File: src/rtl/cmp_arbiter_pkg.sv
// Shared definitions for the compare arbiter: funct3 codes, FSM states,
// requester ids and the condition-select helper.
package cmp_arbiter_pkg;

    localparam int WORDSIZE_DEF = 64;

    localparam logic [2:0] BEQ  = 3'b000;
    localparam logic [2:0] BNE  = 3'b001;
    localparam logic [2:0] SLT  = 3'b010;
    localparam logic [2:0] SLTU = 3'b011;
    localparam logic [2:0] BLT  = 3'b100;
    localparam logic [2:0] BGE  = 3'b101;
    localparam logic [2:0] BLTU = 3'b110;
    localparam logic [2:0] BGEU = 3'b111;

    localparam logic REQ_ID_0 = 1'b0;
    localparam logic REQ_ID_1 = 1'b1;

    typedef enum logic [1:0] {
        ST_IDLE = 2'd0,
        ST_EVAL = 2'd1,
        ST_RESP = 2'd2
    } state_e;

    // Select the condition outcome for a funct3 code from the three raw flags.
    function automatic logic cond_eval(input logic [2:0] f3, input logic eq,
                                       input logic lt, input logic ltu);
        logic res;
        case (f3)
            BEQ:     res = eq;
            BNE:     res = ~eq;
            SLT:     res = lt;
            SLTU:    res = ltu;
            BLT:     res = lt;
            BGE:     res = ~lt;
            BLTU:    res = ltu;
            BGEU:    res = ~ltu;
            default: res = 1'b0;
        endcase
        return res;
    endfunction

endpackage

File: src/rtl/cmp_arbiter_if.sv
// Request/response bundle between the two compare requesters and the arbiter.
interface cmp_arbiter_if #(parameter int WORDSIZE = 64);

    logic                req0_valid;
    logic                req0_ready;
    logic [WORDSIZE-1:0] req0_a;
    logic [WORDSIZE-1:0] req0_b;
    logic [2:0]          req0_funct3;

    logic                req1_valid;
    logic                req1_ready;
    logic [WORDSIZE-1:0] req1_a;
    logic [WORDSIZE-1:0] req1_b;
    logic [2:0]          req1_funct3;

    logic                rsp_valid;
    logic                rsp_ready;
    logic                rsp_id;
    logic                rsp_result;

    modport slave (
        input  req0_valid, req0_a, req0_b, req0_funct3,
        output req0_ready,
        input  req1_valid, req1_a, req1_b, req1_funct3,
        output req1_ready,
        output rsp_valid, rsp_id, rsp_result,
        input  rsp_ready
    );

    modport master (
        output req0_valid, req0_a, req0_b, req0_funct3,
        input  req0_ready,
        output req1_valid, req1_a, req1_b, req1_funct3,
        input  req1_ready,
        input  rsp_valid, rsp_id, rsp_result,
        output rsp_ready
    );

endinterface

File: src/rtl/cmp_arbiter_flags.sv
// Raw comparison flags (equal, signed less-than, unsigned less-than) over
// two full-width operands.
module cmp_flags #(
    parameter int WORDSIZE = 64
) (
    input  logic [WORDSIZE-1:0] a_i,
    input  logic [WORDSIZE-1:0] b_i,
    output logic                eq_o,
    output logic                lt_o,
    output logic                ltu_o
);

    assign eq_o  = (a_i == b_i);
    assign lt_o  = ($signed(a_i) < $signed(b_i));
    assign ltu_o = (a_i < b_i);

endmodule

File: src/rtl/cmp_arbiter.sv
// Shares one compare datapath between the branch path (requester 0) and the
// SLT path (requester 1); one request in flight, result returned tagged by id.
module cmp_arbiter
    import cmp_arbiter_pkg::*;
#(
    parameter int WORDSIZE = WORDSIZE_DEF
) (
    input  logic          clk,
    input  logic          reset,
    cmp_arbiter_if.slave  bus
);

    state_e              state_q, state_d;
    logic                last_grant_q, last_grant_d;
    logic [WORDSIZE-1:0] a_q, a_d;
    logic [WORDSIZE-1:0] b_q, b_d;
    logic [2:0]          f3_q, f3_d;
    logic                id_q, id_d;
    logic                rsp_valid_q, rsp_valid_d;
    logic                rsp_id_q, rsp_id_d;
    logic                rsp_result_q, rsp_result_d;

    logic                grant_s;
    logic                any_valid_s;
    logic                ready0_s, ready1_s;
    logic                eq_s, lt_s, ltu_s;

    cmp_flags #(.WORDSIZE(WORDSIZE)) u_flags (
        .a_i   (a_q),
        .b_i   (b_q),
        .eq_o  (eq_s),
        .lt_o  (lt_s),
        .ltu_o (ltu_s)
    );

    assign any_valid_s = bus.req0_valid | bus.req1_valid;

    // Grant selection: lone requester wins, a tie goes to whoever did not win last.
    always_comb begin
        grant_s = REQ_ID_1;
        if (bus.req0_valid && bus.req1_valid) begin
            grant_s = ~last_grant_q;
        end else if (bus.req0_valid) begin
            grant_s = REQ_ID_0;
        end else begin
            grant_s = REQ_ID_1;
        end
    end

    // Next-state, capture and response logic for the IDLE/EVAL/RESP sequence.
    always_comb begin
        state_d      = state_q;
        last_grant_d = last_grant_q;
        a_d          = a_q;
        b_d          = b_q;
        f3_d         = f3_q;
        id_d         = id_q;
        rsp_valid_d  = rsp_valid_q;
        rsp_id_d     = rsp_id_q;
        rsp_result_d = rsp_result_q;
        ready0_s     = 1'b0;
        ready1_s     = 1'b0;
        case (state_q)
            ST_IDLE: begin
                if (!reset && any_valid_s) begin
                    ready0_s     = (grant_s == REQ_ID_0);
                    ready1_s     = (grant_s == REQ_ID_1);
                    last_grant_d = grant_s;
                    id_d         = grant_s;
                    if (grant_s == REQ_ID_1) begin
                        a_d  = bus.req1_a;
                        b_d  = bus.req1_b;
                        f3_d = bus.req1_funct3;
                    end else begin
                        a_d  = bus.req0_a;
                        b_d  = bus.req0_b;
                        f3_d = bus.req0_funct3;
                    end
                    state_d = ST_EVAL;
                end else begin
                    state_d = ST_IDLE;
                end
            end
            ST_EVAL: begin
                rsp_valid_d  = 1'b1;
                rsp_id_d     = id_q;
                rsp_result_d = cond_eval(f3_q, eq_s, lt_s, ltu_s);
                state_d      = ST_RESP;
            end
            ST_RESP: begin
                if (bus.rsp_ready) begin
                    rsp_valid_d = 1'b0;
                    state_d     = ST_IDLE;
                end else begin
                    state_d = ST_RESP;
                end
            end
            default: begin
                rsp_valid_d = 1'b0;
                state_d     = ST_IDLE;
            end
        endcase
    end

    // State, captured operands and response registers; reset drops any in-flight result.
    always_ff @(posedge clk) begin
        if (reset) begin
            state_q      <= ST_IDLE;
            last_grant_q <= 1'b1;
            a_q          <= '0;
            b_q          <= '0;
            f3_q         <= 3'b000;
            id_q         <= 1'b0;
            rsp_valid_q  <= 1'b0;
            rsp_id_q     <= 1'b0;
            rsp_result_q <= 1'b0;
        end else begin
            state_q      <= state_d;
            last_grant_q <= last_grant_d;
            a_q          <= a_d;
            b_q          <= b_d;
            f3_q         <= f3_d;
            id_q         <= id_d;
            rsp_valid_q  <= rsp_valid_d;
            rsp_id_q     <= rsp_id_d;
            rsp_result_q <= rsp_result_d;
        end
    end

    assign bus.req0_ready = ready0_s;
    assign bus.req1_ready = ready1_s;
    assign bus.rsp_valid  = rsp_valid_q;
    assign bus.rsp_id     = rsp_id_q;
    assign bus.rsp_result = rsp_result_q;

endmodule

File: src/flat_wrapper.sv
// flat-port wrapper written by rule: the top's interface ports become plain ports
module cmp_arbiter_flat import cmp_arbiter_pkg::*;
#(
    parameter int WORDSIZE = WORDSIZE_DEF
)
  (clk, reset, bus_req0_valid, bus_req0_a, bus_req0_b, bus_req0_funct3, bus_req0_ready, bus_req1_valid, bus_req1_a, bus_req1_b, bus_req1_funct3, bus_req1_ready, bus_rsp_valid, bus_rsp_id, bus_rsp_result, bus_rsp_ready);
  cmp_arbiter_if #(.WORDSIZE(WORDSIZE)) bus_i ();
  input  logic clk;
  input  logic reset;
  input wire logic [$bits(bus_i.req0_valid)-1:0] bus_req0_valid;
  input wire logic [$bits(bus_i.req0_a)-1:0] bus_req0_a;
  input wire logic [$bits(bus_i.req0_b)-1:0] bus_req0_b;
  input wire logic [$bits(bus_i.req0_funct3)-1:0] bus_req0_funct3;
  output wire logic [$bits(bus_i.req0_ready)-1:0] bus_req0_ready;
  input wire logic [$bits(bus_i.req1_valid)-1:0] bus_req1_valid;
  input wire logic [$bits(bus_i.req1_a)-1:0] bus_req1_a;
  input wire logic [$bits(bus_i.req1_b)-1:0] bus_req1_b;
  input wire logic [$bits(bus_i.req1_funct3)-1:0] bus_req1_funct3;
  output wire logic [$bits(bus_i.req1_ready)-1:0] bus_req1_ready;
  output wire logic [$bits(bus_i.rsp_valid)-1:0] bus_rsp_valid;
  output wire logic [$bits(bus_i.rsp_id)-1:0] bus_rsp_id;
  output wire logic [$bits(bus_i.rsp_result)-1:0] bus_rsp_result;
  input wire logic [$bits(bus_i.rsp_ready)-1:0] bus_rsp_ready;
  assign bus_i.req0_valid = bus_req0_valid;
  assign bus_i.req0_a = bus_req0_a;
  assign bus_i.req0_b = bus_req0_b;
  assign bus_i.req0_funct3 = bus_req0_funct3;
  assign bus_req0_ready = bus_i.req0_ready;
  assign bus_i.req1_valid = bus_req1_valid;
  assign bus_i.req1_a = bus_req1_a;
  assign bus_i.req1_b = bus_req1_b;
  assign bus_i.req1_funct3 = bus_req1_funct3;
  assign bus_req1_ready = bus_i.req1_ready;
  assign bus_rsp_valid = bus_i.rsp_valid;
  assign bus_rsp_id = bus_i.rsp_id;
  assign bus_rsp_result = bus_i.rsp_result;
  assign bus_i.rsp_ready = bus_rsp_ready;
  cmp_arbiter #(.WORDSIZE(WORDSIZE)) u_core (.clk(clk), .reset(reset), .bus(bus_i));
endmodule
File: config.mk
export PLATFORM = sky130hd
export DESIGN_NAME = cmp_arbiter_flat
export DESIGN_NICKNAME = d
export VERILOG_FILES = /design/src/rtl/cmp_arbiter_pkg.sv /design/src/rtl/cmp_arbiter_if.sv /design/src/rtl/cmp_arbiter_flags.sv /design/src/rtl/cmp_arbiter.sv /design/src/flat_wrapper.sv
export SDC_FILE = /design/constraint.sdc
export NUM_CORES = 1
export LEC_CHECK = 0
export ABC_AREA = 1
export CAP_MARGIN = 10
export CORE_MARGIN = 2
export CORE_UTILIZATION = 51
export DETAILED_ROUTE_END_ITERATION = 8
export GPL_TIMING_DRIVEN = 0
export PLACE_DENSITY = 0.85
export REMOVE_ABC_BUFFERS = 1
export SLEW_MARGIN = 20
export SYNTH_ARGS = -nofsm -noshare
export SYNTH_HDL_FRONTEND = slang
export SYNTH_HIERARCHICAL = 1
export SYNTH_SLANG_ARGS = --single-unit
File: constraint.sdc
create_clock -name clk -period 2.8 [get_ports clk]
set_input_delay 0.56 -clock clk [delete_from_list [all_inputs] [get_ports clk]]
set_output_delay 0.56 -clock clk [all_outputs]
set_load 0.05 [all_outputs]
==> results of run 1 <==
-- cells in the final DEF (no fill, tap or decap), types with 2 or more instances in the layout --
cell             synthesis  layout
dfxtp_1                138     138
ha_1                    64      64
o21a_1                   3       3
nand2_2                  3       2
clkinv_2                 2       3
o21ai_0                  3       3
bufbuf_16                0       4
a21o_1                   2       2
clkdlybuf4s50_1          0     266
clkinvlp_4               0       5
buf_12                   0       4
nand3_1                139     139
buf_4                   13       2
nand2_4                  0       2
clkinv_8                 0       2
a21oi_1                161     161
bufinv_16                0       2
clkbuf_16                0      17
o21bai_1                 2       2
clkbuf_8                 0       4
nand2_8                  0       2
o21ai_1                  4       4
nor3_1                   3       3
nand2_1                601     600
o211ai_1                 2       2
nor2_1                  20      20
nor3_2                   2       2
inv_1                   87      87
nand4_1                  6       6
buf_16                   0       3
-- path summary, 6_finish.rpt --
path,endpoint,cells past startpoint
setup / recovery,bus_req1_ready,8
hold / removal,u_core/b_q[25],2
setup reg to reg,u_core/bus.rsp_result,19
hold reg to reg,u_core/b_q[25],2
-- layer usage --
metal	vias up	global-route usage (%)	wire length (um)
li1	4709	-	-
met1	4176	34.8	10900
met2	283	51.3	12600
met3	31	4.37	1190
met4	0	9.26	418
met5	-	0	0
-- sequential cells by signal, summed over array words and instances (netlist names) --
register	cells
u_core/f3_q	3
u_core/bus.rsp_result	1
u_core/b_q	64
u_core/bus.rsp_id	1
u_core/bus.rsp_valid	1
u_core/last_grant_q	1
u_core/id_q	1
u_core/a_q	64
u_core/state_q	2
-- report_power, final --
| group | leakage (uW) | switching [uW] | internal (uW) | total [uW] |
|---|---|---|---|---|
| clock | 0.000280 | 829 | 1400 | 2230 |
| combinational | 0.00392 | 863 | 780 | 1640 |
| sequential | 0.00113 | 71.1 | 2100 | 2170 |
| total | 0.00532 | 1760 | 4280 | 6040 |
-- logic make-up (layout without fill, tap and decap cells) --
family                     Yosys count  count (layout)  share of synthesized area (%)
AOI/OAI and AO/OA                  179             179                           11.0
DFF                                138             138                           32.6
adders and majority gates           64              64                           9.46
and+or+nand+nor                    777             780                           37.3
buffers and inverters              176             405                           9.58
-- stage by stage --
step | utilization, % | TNS, ns | instances
2_1_floorplan | - | -285.80 | 1248
3_3_place_gp | 66.9 | -841.10 | 1739
4_1_cts | 73.2 | 0 | 1787
3_5_place_dp | 68.3 | -51.66 | 1747
5_1_grt | 73.1 | 0 | 1786
6_report | 73.1 | 0 | 1786
-- worst max-delay path, stage by stage (launching register included) --
cell and delay, ns:
dfxtp_1 0.30, inv_1 0.16, nand2_8 0.17, buf_12 0.23
nand2_8 0.20, buf_16 0.21, nand2_1 0.10, inv_1 0.06
clkbuf_4 0.22
-- area by class of cell --
| type | instances | area [um^2] | area share (%) |
|---|---|---|---|
| Clock buffer | 21 | 480 | 4.01 |
| Clock inverter | 10 | 116 | 0.971 |
| Inverter | 90 | 365 | 3.05 |
| Multi-Input combinational cell | 1023 | 4960 | 41.3 |
| Sequential cell | 138 | 2760 | 23.0 |
| Tap cell | 220 | 275 | 2.30 |
| Timing Repair Buffer | 282 | 3000 | 25.0 |
| Timing Repair inverter | 2 | 32.5 | 0.271 |
-- repair_timing --
action,CTS,global route
buffers inserted,1,0
hold endpoints to repair,0,0
pin swaps,2,1
endpoints found under the setup margin,82,2
resized for setup,18,4
gates cloned,9,0
==> qor.json, run 1 <==
{
  "place": {
    "numPortBuffers": 271,
    "post_dp_cell_area_um2": 11200,
    "pre_cts_slack_ns": -1.74,
    "post-dp-hpwl_um": 15800,
    "finalWeightedCongestion": 0.780
  },
  "worst_hold_path": {
    "timing.hold.worst.class": "flip-flop to flip-flop",
    "launch_instance_of_the_worst_min_delay_path": "u_core/b_q[25]"
  },
  "timing": {
    "fin_skew_ns": 0.00912,
    "max-slew-margin-rel_pct": 64.7,
    "rsz0062_at_grt": "false",
    "timing.fmax_mhz": 371,
    "maxSlewViolCount": 0,
    "timing.hold.ws_ns": 0.463,
    "timing_hold_violations_final": 0,
    "postLayoutSetupSlackWorst_ns": 0.103,
    "worst_pin_slew_ns": 0.528,
    "period_share_pct": 96.3,
    "timing.final.setup_violations": 0,
    "fin_crit_ns": 2.70
  },
  "run_status": {
    "outcome": "finished, final reports clean"
  },
  "synthesis": {
    "synth-edff-count": 0,
    "distinct_cell_type_count_after_synthesis": 29,
    "async_reset_ff_share_pct": 0,
    "post-synth-top-area-cell": "dfxtp_1",
    "post-synth-top-area-fraction_pct": 32.6,
    "netlist_top_cells_area": "dfxtp_1 (33%), nand2_1 (27%), a21oi_1 (9.5%)",
    "synth_top_cells_by_count": "nand2_1 (601), a21oi_1 (161), nand3_1 (139), dfxtp_1 (138), inv_1 (87)",
    "synth_sequential_area_ratio_pct": 32.6,
    "synth_ff_type": "dfxtp_1",
    "synth_area_per_cell_um2": 6.35,
    "warnings_synthesis": 6,
    "post_synthesis_instance_total": 1334,
    "netlist_area_um2": 8470,
    "yosys.cell_count.top_type": "nand2_1",
    "ys_seq_elements": 138
  },
  "finish": {
    "antennaDiodeCount": 0,
    "fillCellCount": 1343,
    "num-nets-final": 1885,
    "final_cell_area_um2": 12000,
    "drive_above_1_share_pct": 4.15,
    "layout_area_growth_over_synthesis_pct": 41.6
  },
  "global_routing": {
    "largest_net_degree_at_the_start_of_global_routing": 73,
    "grt_first_pass_wirelength_um": 41300,
    "grt.overflow.total": 0,
    "gr-usage-all-layers_pct": 28.5,
    "antenna_found_initial": 0,
    "first_global_vias": 8775
  },
  "detailed_routing": {
    "routed-via-count": 9199,
    "drc_violations_left": 0,
    "route.antenna.remaining_nets": 0,
    "dr.pass1.iters": 4,
    "post_drt_wl_per_cell_um": 14.1,
    "vias_per_cell": 5.15,
    "detail_route.iter0.violations": 478,
    "wl_um": 25200
  },
  "power": {
    "pwr_cell_area_nw_per_um2": 504,
    "p_leak_uw": 0.00532,
    "power_uw": 6040,
    "peakVddDrop_mv": 0.478
  },
  "setup_path": {
    "worst_ep_required_time_ns": 2.24,
    "critical_path.max_fanout": 43,
    "critical_path_startpoint": "u_core/last_grant_q",
    "crit_path_start_kind": "flip-flop",
    "setup.worst_path.class": "flip-flop to output port",
    "r2r_start": "u_core/b_q[23]",
    "cp-end-kind": "output port",
    "critPathArrivalTime_ns": 2.14,
    "reg2reg_slack_ns": 0.54
  },
  "clocking": {
    "clock_buffer_count_from_cts": 17,
    "cts.htree.levels": 4,
    "cts.clk_slew.worst_paths_ns": 0.06,
    "numClockSinks": 138,
    "clock_latency_ns": 0.41,
    "cts_hold_buffers": 0,
    "cts_tree": "done",
    "cts_max_path_buffers": 2,
    "cts_root_buf": "clkbuf_16"
  },
  "floorplanning": {
    "rows": 47,
    "floorplan.io_pins": 272,
    "dieWidth_um": 133,
    "die_y_um": 133,
    "initial_utilization_pct": 51.6,
    "design.core.area_um2": 16400,
    "die_area_um2": 17600
  },
  "job": {
    "timing.max_cap.violations": 0
  }
}
Note: power is estimated with default switching activity, not from simulation.
==> run 2, diff against run 1 <==
--- a/config.mk
+++ b/config.mk
@@ -9,6 +9,7 @@
 export CAP_MARGIN = 10
 export CORE_MARGIN = 2
 export CORE_UTILIZATION = 51
+export CTS_CLUSTER_DIAMETER = 200
 export DETAILED_ROUTE_END_ITERATION = 8
 export GPL_TIMING_DRIVEN = 0
 export PLACE_DENSITY = 0.85
==> results of run 2 <==
No change in the layout: final DEF, timing and power equal those of run 1.
==> run 3, diff against run 2 <==
--- a/config.mk
+++ b/config.mk
@@ -9,7 +9,7 @@
 export CAP_MARGIN = 10
 export CORE_MARGIN = 2
 export CORE_UTILIZATION = 51
-export CTS_CLUSTER_DIAMETER = 200
+export CTS_CLUSTER_DIAMETER = 100
 export DETAILED_ROUTE_END_ITERATION = 8
 export GPL_TIMING_DRIVEN = 0
 export PLACE_DENSITY = 0.85
==> constraint.sdc (replaced) <==
create_clock -name clk -period 3.3 [get_ports clk]
set_input_delay 0.66 -clock clk [delete_from_list [all_inputs] [get_ports clk]]
set_output_delay 0.66 -clock clk [all_outputs]
set_load 0.05 [all_outputs]
==> qor.json, run 3 (same netlist as run 1, synthesis figures left out) <==
{
  "run_status": {
    "outcome": "finished, final reports clean"
  },
  "setup_path": {
    "timing.critical_path.buf_inv": 5,
    "setup.worst_path.class": "input port to output port",
    "r2r_start": "u_core/b_q[55]",
    "critical_path_depth": 8,
    "cpPeakStageDelay_ns": 0.37,
    "reg2reg_slack_ns": 1.01,
    "critical_path_startpoint": "bus_req1_valid",
    "worst_ep_required_time_ns": 2.64,
    "timing.critical_path.cells": "dlygate4sd2_1, nand2_8, buf_12, nand2_8, buf_16, nand2_1, inv_1, clkdlybuf4s15_2",
    "critPathArrivalTime_ns": 2.55,
    "cp_common_cell": "nand2_8",
    "cp-end-kind": "output port",
    "r2r_cells": 17,
    "crit_path_start_kind": "input port",
    "crit_path_leading_delay_family": "buffers and inverters",
    "worst_setup_path_endpoint": "bus_req1_ready",
    "worst_path_max_delay_cell": "dlygate4sd2_1",
    "worstReg2RegEnd": "u_core/bus.rsp_result",
    "critical_path.max_fanout": 42
  },
  "timing": {
    "period_share_pct": 97.2,
    "timing.hold.ws_ns": 0.462,
    "worst_pin_slew_ns": 0.534,
    "postLayoutSetupSlackWorst_ns": 0.0930,
    "timing_hold_violations_final": 0,
    "fin_skew_ns": 0.00893,
    "timing.final.setup_violations": 0,
    "finalSetupTns_ns": 0,
    "timing.fmax_mhz": 312,
    "max-slew-margin-rel_pct": 64.3,
    "rsz0062_at_grt": "false",
    "fin_crit_ns": 3.21,
    "maxSlewViolCount": 0
  },
  "global_routing": {
    "first_global_vias": 8650,
    "met3_resource_use_gr_pct": 4.44,
    "grt-busiest-layer": "met2",
    "grt_first_pass_wirelength_um": 40300,
    "grt.overflow.total": 0,
    "gr-usage-all-layers_pct": 27.6,
    "grt_use_met2_pct": 49.9,
    "largest_net_degree_at_the_start_of_global_routing": 73,
    "antenna_found_initial": 0,
    "use_met1_pct": 33.5
  },
  "finish": {
    "drive_above_1_share_pct": 3.96,
    "layout_common_cells": "nand2_1 (600), clkdlybuf4s50_1 (266), a21oi_1 (161)",
    "most_common_cell_after_layout_fill_and_taps_aside": "nand2_1",
    "fillCellCount": 1344,
    "layout_area_growth_over_synthesis_pct": 41.2,
    "num-nets-final": 1883,
    "largest_registers": "u_core/a_q (64), u_core/b_q (64), u_core/f3_q (3)",
    "antennaDiodeCount": 0,
    "final_cell_area_um2": 12000
  },
  "floorplanning": {
    "initial_utilization_pct": 51.6,
    "design.core.area_um2": 16400,
    "floorplan.io_pins": 272,
    "die_area_um2": 17600,
    "die_y_um": 133,
    "dieWidth_um": 133,
    "rows": 47
  },
  "clocking": {
    "clock_latency_ns": 0.41,
    "cts_max_path_buffers": 2,
    "clock_buffer_count_from_cts": 17,
    "cts_tree": "done",
    "cts.htree.levels": 4,
    "cts_hold_buffers": 0,
    "cts_root_buf": "clkbuf_16",
    "cts.clk_slew.worst_paths_ns": 0.06,
    "numClockSinks": 138
  },
  "detailed_routing": {
    "drc_violations_left": 0,
    "detail_route.iter0.violations": 436,
    "dr.pass1.iters": 5,
    "route.antenna.remaining_nets": 0,
    "routed-via-count": 9058,
    "vias_per_cell": 5.08,
    "post_drt_wl_per_cell_um": 13.7,
    "wl_um": 24400
  },
  "place": {
    "post_dp_cell_area_um2": 11200,
    "post-dp-hpwl_um": 15800,
    "numPortBuffers": 271,
    "pre_cts_slack_ns": -1.44,
    "finalWeightedCongestion": 0.780
  },
  "worst_hold_path": {
    "timing.hold.worst.class": "flip-flop to flip-flop"
  },
  "power": {
    "p_leak_uw": 0.00530,
    "pwr_cell_area_nw_per_um2": 427,
    "peakVddDrop_mv": 0.407
  },
  "job": {
    "timing.max_cap.violations": 0
  }
}
[run 3: what timing repair did]
item | in CTS | in global routing
setup buffers | 1 | 0
setup endpoints to repair | 2 | 1
pin swaps | 2 | 0
gates cloned | 6 | 0
endpoints found under the hold margin | 0 | 0
gates resized for setup | 13 | 1
[run 3: tightest hold or removal path, stage by stage (launching register included)]
cell     delay (ns)
dfxtp_1        0.31
nand2_1        0.06
a21oi_1        0.05
[run 3: how the worst min path moves through the flow]
stage,from,to,slack [ns],depth (start not counted)
global route,u_core/b_q[28],u_core/b_q[28],0.47,2
global placement,u_core/b_q[21],u_core/b_q[21],0.45,2
detailed placement,u_core/b_q[26],u_core/b_q[26],0.45,2
finish,u_core/b_q[2],u_core/b_q[2],0.46,2
floorplan,u_core/a_q[0],u_core/a_q[0],0.43,2
CTS,u_core/b_q[26],u_core/b_q[26],0.46,2
[run 3: metrics by stage]
step	util [%]	instances	power, uW
after floorplan	-	1248	2580
after global placement	66.9	1739	3140
after detailed placement	68.3	1747	3180
after CTS	72.8	1784	5130
after global routing	72.8	1784	5390
final	72.8	1784	5100
[run 3: where the power goes]
part / internal, uW / leakage, uW / switching, uW
Combinational: 656 / 0.00390 / 718
Clock: 1190 / 0.000280 / 702
Sequential: 1780 / 0.00113 / 59.9
Total: 3620 / 0.00530 / 1480
[run 3: routing by layer]
layer	routed length [um]	vias up
met5	0	-
met4	436	0
met3	1110	33
met2	12300	251
met1	10600	4073
li1	-	4701
[run 3: area by class of cell]
class / count / area [um^2] / area share, %
Multi-Input combinational cell: 1022 / 4940 / 41.4
Timing Repair Buffer: 282 / 2990 / 25.0
Sequential cell: 138 / 2760 / 23.1
Clock buffer: 21 / 480 / 4.02
Inverter: 90 / 365 / 3.06
Tap cell: 220 / 275 / 2.30
Clock inverter: 10 / 116 / 0.974
Timing Repair inverter: 1 / 16.3 / 0.136
